**config.mk**
```make
export PLATFORM = sky130hd
export DESIGN_NAME = mem_port_arbiter
export DESIGN_NICKNAME = d
export VERILOG_FILES = /design/src/rtl/mem_arb_pkg.sv /design/src/rtl/mem_arb_tracker.sv /design/src/rtl/mem_port_arbiter.sv
export SDC_FILE = /design/constraint.sdc
export NUM_CORES = 1
export LEC_CHECK = 0
export CORE_MARGIN = 2
export CORE_UTILIZATION = 35
export DETAILED_ROUTE_END_ITERATION = 12
export PLACE_DENSITY = 0.73
export SKIP_LAST_GASP = 1
export SLEW_MARGIN = 20
export SYNTH_ARGS = -nofsm -noshare
export SYNTH_HDL_FRONTEND = slang
export SYNTH_SLANG_ARGS = --single-unit
```
**constraint.sdc**
```tcl
create_clock -name clk -period 9.4 [get_ports clk]
set_input_delay 0.94 -clock clk [delete_from_list [all_inputs] [get_ports clk]]
set_output_delay 0.94 -clock clk [all_outputs]
set_load 0.01 [all_outputs]
```
**src/rtl/mem_arb_pkg.sv**
```systemverilog
// Shared types and address-check helpers for the memory port arbiter.
package mem_arb_pkg;

    typedef enum logic [0:0] {IDLE = 1'b0, WAIT = 1'b1} state_e;
    typedef enum logic [0:0] {OWN_IF = 1'b0, OWN_DM = 1'b1} owner_e;

    localparam logic [1:0] SZ_B = 2'd0;
    localparam logic [1:0] SZ_H = 2'd1;
    localparam logic [1:0] SZ_W = 2'd2;

    function automatic logic [2:0] size_bytes(input logic [1:0] size);
        case (size)
            SZ_B:    return 3'd1;
            SZ_H:    return 3'd2;
            SZ_W:    return 3'd4;
            default: return 3'd0;
        endcase
    endfunction

    // Done at 64 bits so an access running past the top of the address space cannot wrap into range.
    function automatic logic addr_ok(input logic [63:0] addr, input logic [1:0] size,
                                     input logic [63:0] base, input logic [63:0] span);
        logic aligned;
        case (size)
            SZ_B:    aligned = 1'b1;
            SZ_H:    aligned = ~addr[0];
            SZ_W:    aligned = (addr[1:0] == 2'b00);
            default: aligned = 1'b0;
        endcase
        return aligned && (addr >= base) && ((addr + 64'(size_bytes(size))) <= (base + span));
    endfunction

endpackage

```
**src/rtl/mem_arb_tracker.sv**
```systemverilog
// Outstanding-read tracker: owns the IDLE/WAIT sequencing and routes each response to its requester.
//   state | meaning
//   IDLE  | no read in flight; accept window open every cycle
//   WAIT  | read in flight for owner; cnt runs 1..LATENCY, window opens at cnt == LATENCY
module mem_arb_tracker
    import mem_arb_pkg::*;
#(
    parameter int unsigned LATENCY = 1
) (
    input  logic   clk,
    input  logic   rst,
    input  logic   grant,
    input  owner_e grant_owner,
    input  logic   grant_read,
    input  logic   grant_err,
    output logic   accept,
    output logic   busy,
    output logic   if_rvalid,
    output logic   if_err,
    output logic   dm_rvalid,
    output logic   dm_err
);
    localparam int CW = $clog2(LATENCY + 1);

    state_e          state;
    owner_e          owner;
    owner_e          err_owner;
    logic            err_pend;
    logic [CW-1:0]   cnt;
    logic            complete;

    always_comb begin
        complete  = (state == WAIT) && (cnt == CW'(LATENCY));
        accept    = rst && ((state == IDLE) || complete);
        busy      = (state == WAIT);
        if_err    = err_pend && (err_owner == OWN_IF);
        dm_err    = err_pend && (err_owner == OWN_DM);
        if_rvalid = (complete && (owner == OWN_IF)) || if_err;
        dm_rvalid = (complete && (owner == OWN_DM)) || dm_err;
    end

    always_ff @(posedge clk or negedge rst) begin
        if (!rst) begin
            state     <= IDLE;
            owner     <= OWN_IF;
            err_owner <= OWN_IF;
            err_pend  <= 1'b0;
            cnt       <= '0;
        end else begin
            // Rejected requests never occupy the port; their error answer is due next cycle.
            err_pend  <= grant && grant_err;
            err_owner <= grant_owner;
            if (grant && grant_read) begin
                state <= WAIT;
                owner <= grant_owner;
                cnt   <= CW'(1);
            end else if ((state == WAIT) && !complete) begin
                cnt <= cnt + CW'(1);
            end else begin
                state <= IDLE;
                cnt   <= '0;
            end
        end
    end

endmodule

```
**src/rtl/mem_port_arbiter.sv**
```systemverilog
// Shares the single memory port between fetch and load/store: fixed data priority,
// a fetch starvation limit, and range/alignment checking of every granted access.
module mem_port_arbiter
    import mem_arb_pkg::*;
#(
    parameter int unsigned        AWIDTH         = 32,
    parameter int unsigned        DWIDTH         = 32,
    parameter logic [AWIDTH-1:0]  BASE_ADDR      = 32'h01000000,
    parameter int unsigned        MEM_BYTES      = 1048576,
    parameter int unsigned        LATENCY        = 1,
    parameter int unsigned        MAX_DATA_BURST = 4
) (
    input  logic              clk,
    input  logic              rst,
    input  logic              if_req_i,
    input  logic [AWIDTH-1:0] if_addr_i,
    output logic              if_ready_o,
    output logic              if_rvalid_o,
    output logic [DWIDTH-1:0] if_rdata_o,
    output logic              if_err_o,
    input  logic              dm_req_i,
    input  logic              dm_we_i,
    input  logic [1:0]        dm_size_i,
    input  logic [AWIDTH-1:0] dm_addr_i,
    input  logic [DWIDTH-1:0] dm_wdata_i,
    output logic              dm_ready_o,
    output logic              dm_rvalid_o,
    output logic [DWIDTH-1:0] dm_rdata_o,
    output logic              dm_err_o,
    output logic [AWIDTH-1:0] mem_addr_o,
    output logic [DWIDTH-1:0] mem_data_o,
    output logic [1:0]        mem_size_o,
    output logic              mem_read_en_o,
    output logic              mem_write_en_o,
    input  logic [DWIDTH-1:0] mem_data_i,
    output logic              busy_o
);
    localparam int SW = $clog2(MAX_DATA_BURST + 1);

    logic              accept;
    logic              dm_win;
    logic              if_win;
    logic              grant;
    logic              win_we;
    logic              win_ok;
    owner_e            win_owner;
    logic [AWIDTH-1:0] win_addr;
    logic [1:0]        win_size;
    logic [AWIDTH-1:0] addr_q;
    logic [1:0]        size_q;
    logic [DWIDTH-1:0] data_q;
    logic [SW-1:0]     starve_cnt;
    logic              if_rvalid;
    logic              if_err;
    logic              dm_rvalid;
    logic              dm_err;

    always_comb begin
        dm_win    = accept && dm_req_i && (!if_req_i || (starve_cnt < SW'(MAX_DATA_BURST)));
        if_win    = accept && if_req_i && !dm_win;
        grant     = dm_win || if_win;
        win_owner = dm_win ? OWN_DM : OWN_IF;
        win_addr  = dm_win ? dm_addr_i : if_addr_i;
        win_size  = dm_win ? dm_size_i : SZ_W;
        win_we    = dm_win && dm_we_i;
        win_ok    = addr_ok(64'(win_addr), win_size, 64'(BASE_ADDR), 64'(MEM_BYTES));
    end

    assign if_ready_o     = if_win;
    assign dm_ready_o     = dm_win;
    assign mem_read_en_o  = grant && win_ok && !win_we;
    assign mem_write_en_o = grant && win_ok && win_we;
    assign mem_addr_o     = grant ? win_addr : addr_q;
    assign mem_size_o     = grant ? win_size : size_q;
    assign mem_data_o     = dm_win ? dm_wdata_i : data_q;

    always_ff @(posedge clk or negedge rst) begin
        if (!rst) begin
            addr_q     <= '0;
            size_q     <= '0;
            data_q     <= '0;
            starve_cnt <= '0;
        end else begin
            if (grant) begin
                addr_q <= win_addr;
                size_q <= win_size;
            end
            if (dm_win) begin
                data_q <= dm_wdata_i;
            end
            // Only back-to-back data wins against a waiting fetch count toward the burst limit.
            if (!if_req_i || if_win) begin
                starve_cnt <= '0;
            end else if (dm_win && (starve_cnt != SW'(MAX_DATA_BURST))) begin
                starve_cnt <= starve_cnt + SW'(1);
            end
        end
    end

    mem_arb_tracker #(
        .LATENCY (LATENCY)
    ) u_tracker (
        .clk         (clk),
        .rst         (rst),
        .grant       (grant),
        .grant_owner (win_owner),
        .grant_read  (win_ok && !win_we),
        .grant_err   (!win_ok),
        .accept      (accept),
        .busy        (busy_o),
        .if_rvalid   (if_rvalid),
        .if_err      (if_err),
        .dm_rvalid   (dm_rvalid),
        .dm_err      (dm_err)
    );

    assign if_rvalid_o = if_rvalid;
    assign if_err_o    = if_err;
    assign if_rdata_o  = (if_rvalid && !if_err) ? mem_data_i : '0;
    assign dm_rvalid_o = dm_rvalid;
    assign dm_err_o    = dm_err;
    assign dm_rdata_o  = (dm_rvalid && !dm_err) ? mem_data_i : '0;

endmodule

```
# Word-level counts from Yosys, hierarchy flattened
# Index checks and enable logic that the tools add are counted.
# word_totals
wordCells	78
inputBits	135
register_bits	74
out_inout_bits	139
# classes
addsub	3
eq_ne	4
magnitude_cmp	3
muxes	16
reduce_logical	39
bitwise_logic	4
# ops
operator	count
two-way mux 32 bit	5
adder 32 x 3 -> 33 bit	1
less-or-equal comparator 33 x 25 -> 1 bit, second input constant	1
>= comparator 32 x 25 -> 1 bit, second input constant	1
logical AND 1 bit	23
case mux 3 bit (3 select lines)	1
logical NOT 1 bit	7
logical OR 1 bit	6
two-way mux 3 bit	2
two-way mux 1 bit	5
logical NOT 2 bit	2
two-way mux 2 bit	2
inverter 1 bit	4
adder 3 x 1 -> 3 bit, second input constant	1
less-than comparator 3 bit, second input constant	1
inequality test 3 bit, second input constant	1
case mux 1 bit (3 select lines)	1
equality test 2 x 1 -> 1 bit, second input constant	1
equality test 2 bit, second input constant	1
inequality test 2 x 1 -> 1 bit, second input constant	1
nonzero test 2 bit	1
adder 1 bit, second input constant	1

# Longest topological paths before layout
# depth
ltp_word	14
mapped_depth	23
depth_no_buf	16

# Hierarchy
# A second synthesis with hierarchy kept.
# hier_totals
cells_unflattened	636
hier_area_um2	5008.6
# modules_own_cells
mod	seq_area_each_um2	cells_per_inst	n_inst	area_each_um2
mem_port_arbiter	1726.7	619	1	4802.1
mem_arb_tracker	125.1	17	1	206.4

# Worst setup path before layout
# Ideal clock, no wire load.
# synth_path
path_kind	input port to output port
startpoint	in rst
endpoint	out mem_read_en_o
required_time_ns	8.460
path_buffers	8
path_stages	21
arrival_ns	5.478
slack_ns	2.982
path_cell_list	clkbuf_1 > nand3_2 > inv_1 > buf_4 > buf_2 > buf_4 > buf_2 > clkbuf_1 > clkbuf_1 > o21ai_0 > ha_1 > a211oi_1 > or2_2 > clkbuf_1 > a21oi_1 > o221ai_1 > nand4b_1 > a2111oi_0 > a211o_1 > nand3_1 > nor2_1
# synth_via
elab_chain_cells	11
elab_cells_between_ends	25
cone_classes	add/sub: 1; order compare: 2; eq/ne: 2; mux: 4; bitwise: 1; reduce/logical: 15
# synth_lines
element	line	source
start: declaration	mem_port_arbiter.sv:14	input logic rst,
logical AND 1 bit *	mem_arb_tracker.sv:34	accept = rst && ((state == IDLE) || complete);
logical AND 1 bit * (2 in a row)	mem_port_arbiter.sv:59	dm_win = accept && dm_req_i && (!if_req_i || (starve_cnt < SW'(MAX_DATA_BURST)));
named net dm_ready_o	mem_port_arbiter.sv:26	output logic dm_ready_o,
two-way mux 2 bit	mem_port_arbiter.sv:64	win_size = dm_win ? dm_size_i : SZ_W;
equality test 2 bit (tied with other cells)	mem_arb_pkg.sv:12, mem_arb_pkg.sv:24	
case mux 3 bit (3 select lines)	mem_arb_pkg.sv:12	case (size)
adder 32 x 3 -> 33 bit	mem_arb_pkg.sv:30	return aligned && (addr >= base) && ((addr + 64'(size_bytes(size))) <= (base + span));
less-or-equal comparator 33 x 25 -> 1 bit	mem_arb_pkg.sv:30	
logical AND 1 bit	mem_arb_pkg.sv:30	
logical AND 1 bit	mem_port_arbiter.sv:71	assign mem_read_en_o = grant && win_ok && !win_we;
logical AND 1 bit *	mem_port_arbiter.sv:71	
end: declaration	mem_port_arbiter.sv:33	output logic mem_read_en_o,
# Mark *: on every way through the listed nets, which the timed path passes. The rest lies on a longest branch.

# Worst setup path in the final report
# layout_path
startpoint	in if_req_i
endpoint	out mem_read_en_o
# layout_via
elab_chain_cells	11
elab_cells_between_ends	25
cone_classes	add/sub: 1; order compare: 2; eq/ne: 2; mux: 4; bitwise: 1; reduce/logical: 15
# layout_lines
element	line	source
start: declaration	mem_port_arbiter.sv:15	input logic if_req_i,
logical NOT 1 bit	mem_port_arbiter.sv:59	
logical OR 1 bit	mem_port_arbiter.sv:59	
logical AND 1 bit	mem_port_arbiter.sv:59	
two-way mux 2 bit	mem_port_arbiter.sv:64	
equality test 2 bit (tied with other cells)	mem_arb_pkg.sv:12, mem_arb_pkg.sv:24	
case mux 3 bit (3 select lines)	mem_arb_pkg.sv:12	
adder 32 x 3 -> 33 bit	mem_arb_pkg.sv:30	
less-or-equal comparator 33 x 25 -> 1 bit	mem_arb_pkg.sv:30	
logical AND 1 bit	mem_arb_pkg.sv:30	
logical AND 1 bit	mem_port_arbiter.sv:71	
logical AND 1 bit *	mem_port_arbiter.sv:71	
# Mark *: on every way between the ends. The rest lies on a longest branch, timed or not.

==> results_dict.tcl <==
set metrics [dict create \
    status "finished, final reports clean" \
    overflow 0 \
    path_clk_slew_ps 60 \
    yosysTopAreaCellShare_pct 35.9 \
    fillerInstances 1344 \
    drc 0 \
    maxSlewHeadroom_pct 42.8 \
    vias 5897 \
    clockRootBuffer "clkbuf_16" \
    synthFlopType "dfrtp_1" \
    io_pins 274 \
    async_flop_share_pct 100 \
    utilization_pct 57.7 \
    drtAntennaViolNets 0 \
    dieWidth_um 125 \
    period_needed_ps 7440 \
    ys_seq_area_share_pct 35.9 \
    drt_pre_antenna_iters 5 \
    drive_above_1_share_pct 4.70 \
    fmax_mhz 134 \
    hold_viol 0 \
    worstPathArrival_ps 6500 \
    ff_latch_area_um2 1850 \
    crit_path_max_fanout 38 \
    clock_tree.buffer_depth 2 \
    ys_top_cells_by_count "nand2_1 (201), dfrtp_1 (74), and2_1 (67)" \
    period_share_pct 79.1 \
    hold_buffers 0 \
    gp_congestion 0.902 \
    multi_input_area_um2 3120 \
    die_area_um2 15700 \
    yosys.cell_count.top_type "nand2_1" \
    p_per_area_nw_per_um2 125 \
    cts_sinks 74 \
    drv_slew 0 \
    cp.required_ps 8460 \
    grt_max_degree 54 \
    die_height_um 125 \
    path_class "in -> out" \
    tritoncts "yes" \
    dp_cells 1105 \
    synth_edf_count 0 \
    portBuffers 273 \
    antenna_found_initial 2 \
    place.detailed.hpwl_um 15600 \
    rsz0062_at_grt "no" \
    numCtsBuffers 9 \
    grt_use_total_pct 24.7 \
    tightestPinTransition_ps 858 \
    hold_path.class "reg -> reg" \
    final_cells 1123 \
    synthDistinctLibCells 63 \
    grt_pass1_wl_um 30900 \
    synth_nets 817 \
    start_kind "input pin" \
    fin_nets 1073 \
    finalWirelength_um 19800 \
    area_growth_pct 62.0 \
    cp_slowest_cell "a32oi_1" \
    grt_pass1_vias 5576 \
    syn-cell-area_um2 5160 \
    synth_top_area_cell "dfrtp_1" \
    p_leak_nw 3.44 \
    start_util_pct 35.6 \
    path_cells "clkdlybuf4s50_1, a21boi_2, nand3_2, buf_4, inv_2, nand2_1, nand2_1, ha_1, fa_1, a21oi_1, nor4_1, a32oi_1, a21oi_1, mux2i_1, nor4_2, nand3_1, nor2_1, clkdlybuf4s50_1" \
    setup_violations 0 \
    ys_ff_latch 74 \
    max_stage_delay_ps 670 \
    first_iter_violations 335 \
    synth_warnings 0 \
    wl_per_cell_um 17.6 \
    htreeDepth 3 \
    skew_ps 4.78 \
    synthCells 676 \
    via_per_inst 5.25 \
    yosys-top-cells-area "dfrtp_1 (36%), nand2_1 (15%), and2_1 (8.1%)" \
    avgSynthCellArea_um2 7.63 \
    finalSetupTns_ps 0 \
    irDropWorstVdd_v 0.0000707 \
    drv_cap 0 \
    num_rows 44 \
    clk_latency_ps 340 \
    crit_path_end_kind "output port" \
    coreArea_um2 14500 \
    cts_setup_buffers 0 \
    ctsResizeCount 0 \
]
-- layout make-up --
cell class | count | share of cell area [%]
antenna | 2 | 0.0599
clock buffer | 9 | 2.70
clock inverter | 7 | 1.02
inverter | 11 | 0.494
multi-input combinational | 554 | 37.3
sequential | 74 | 22.2
tap | 184 | 2.76
timing repair buffer | 282 | 33.5
-- state kept, by name, indices dropped and copies added (netlist names) --
register             count
u_tracker.busy           1
data_q                  32
u_tracker.err_owner      1
u_tracker.err_pend       1
u_tracker.cnt            1
size_q                   2
u_tracker.owner          1
addr_q                  32
starve_cnt               3
-- cell families after synthesis --
family,after synthesis,synth area share (%)
compound gates,97,13.0
xor+xnor,19,3.23
fa+ha+maj,6,1.60
buf+inv,48,3.73
flops,74,35.9
mux,22,4.41
simple gates,410,38.2
-- cell usage in the layout, fill, tap and decap left out, types with 3 or more instances in the layout --
| cell | count |
|---|---|
| mux2i_1 | 16 |
| nand2_1 | 201 |
| xor2_1 | 11 |
| dfrtp_1 | 74 |
| xnor2_1 | 8 |
| a211oi_1 | 4 |
| a2111oi_0 | 3 |
| ha_1 | 5 |
| o21ai_0 | 15 |
| nand3_1 | 21 |
| clkdlybuf4s50_1 | 272 |
| mux2_2 | 6 |
| o31ai_1 | 4 |
| inv_1 | 10 |
| a211o_1 | 3 |
| and2_1 | 67 |
| or3_1 | 10 |
| clkbuf_16 | 9 |
| or4_1 | 7 |
| nor3_1 | 11 |
| buf_4 | 10 |
| o211ai_1 | 4 |
| a31oi_1 | 23 |
| and3_1 | 5 |
| nor2_1 | 41 |
| a21oi_1 | 13 |
| nand4_1 | 20 |
| nor4_1 | 10 |
-- final timing paths --
kind / from / to / slack (ps) / cells past startpoint
setup / recovery: if_req_i / mem_read_en_o / 1960 / 18
setup reg to reg: u_tracker.cnt / u_tracker.busy / 4200 / 16
max in group asynchronous: rst / addr_q[9] / 7860 / 2
min in group asynchronous: rst / addr_q[14] / 520 / 1
hold reg to reg: data_q[22] / data_q[22] / 470 / 2
hold / removal: data_q[22] / data_q[22] / 470 / 2
-- where the power goes --
part	switching [mW]	total, mW	leakage (nW)	internal (mW)
combinational	0.155	0.311	2.39	0.155
sequential	0.0103	0.366	0.898	0.356
clock	0.155	0.366	0.147	0.211
-- per-stage QoR --
step	hold slack (ps)	worst slack (ps)	instance area, um2	total power [mW]
4_1_cts	474	2000	8350	1.05
3_3_place_gp	452	2070	8040	0.679
3_5_place_dp	457	2010	8040	0.683
2_1_floorplan	502	2980	5160	0.493
5_1_grt	482	1570	8360	1.09
6_report	471	1960	8360	1.04
-- per-layer routing --
| layer | track usage (%) | up-vias | part of all wire (%) |
|---|---|---|---|
| met5 | 0 | - | 0 |
| met4 | 9.48 | 0 | 3.3 |
| met3 | 4.19 | 40 | 6.5 |
| met2 | 44.3 | 271 | 51 |
| met1 | 29.6 | 2709 | 39 |
| li1 | - | 2877 | - |
-- critical path, delay by kind of cell --
kind / cells / cell delay, ps
mux: 1 / 190
fa+ha+maj: 2 / 660
compound gates: 4 / 1580
simple gates: 7 / 1330
buf+inv: 4 / 1780
Note: power is estimated with default switching activity, not from simulation.
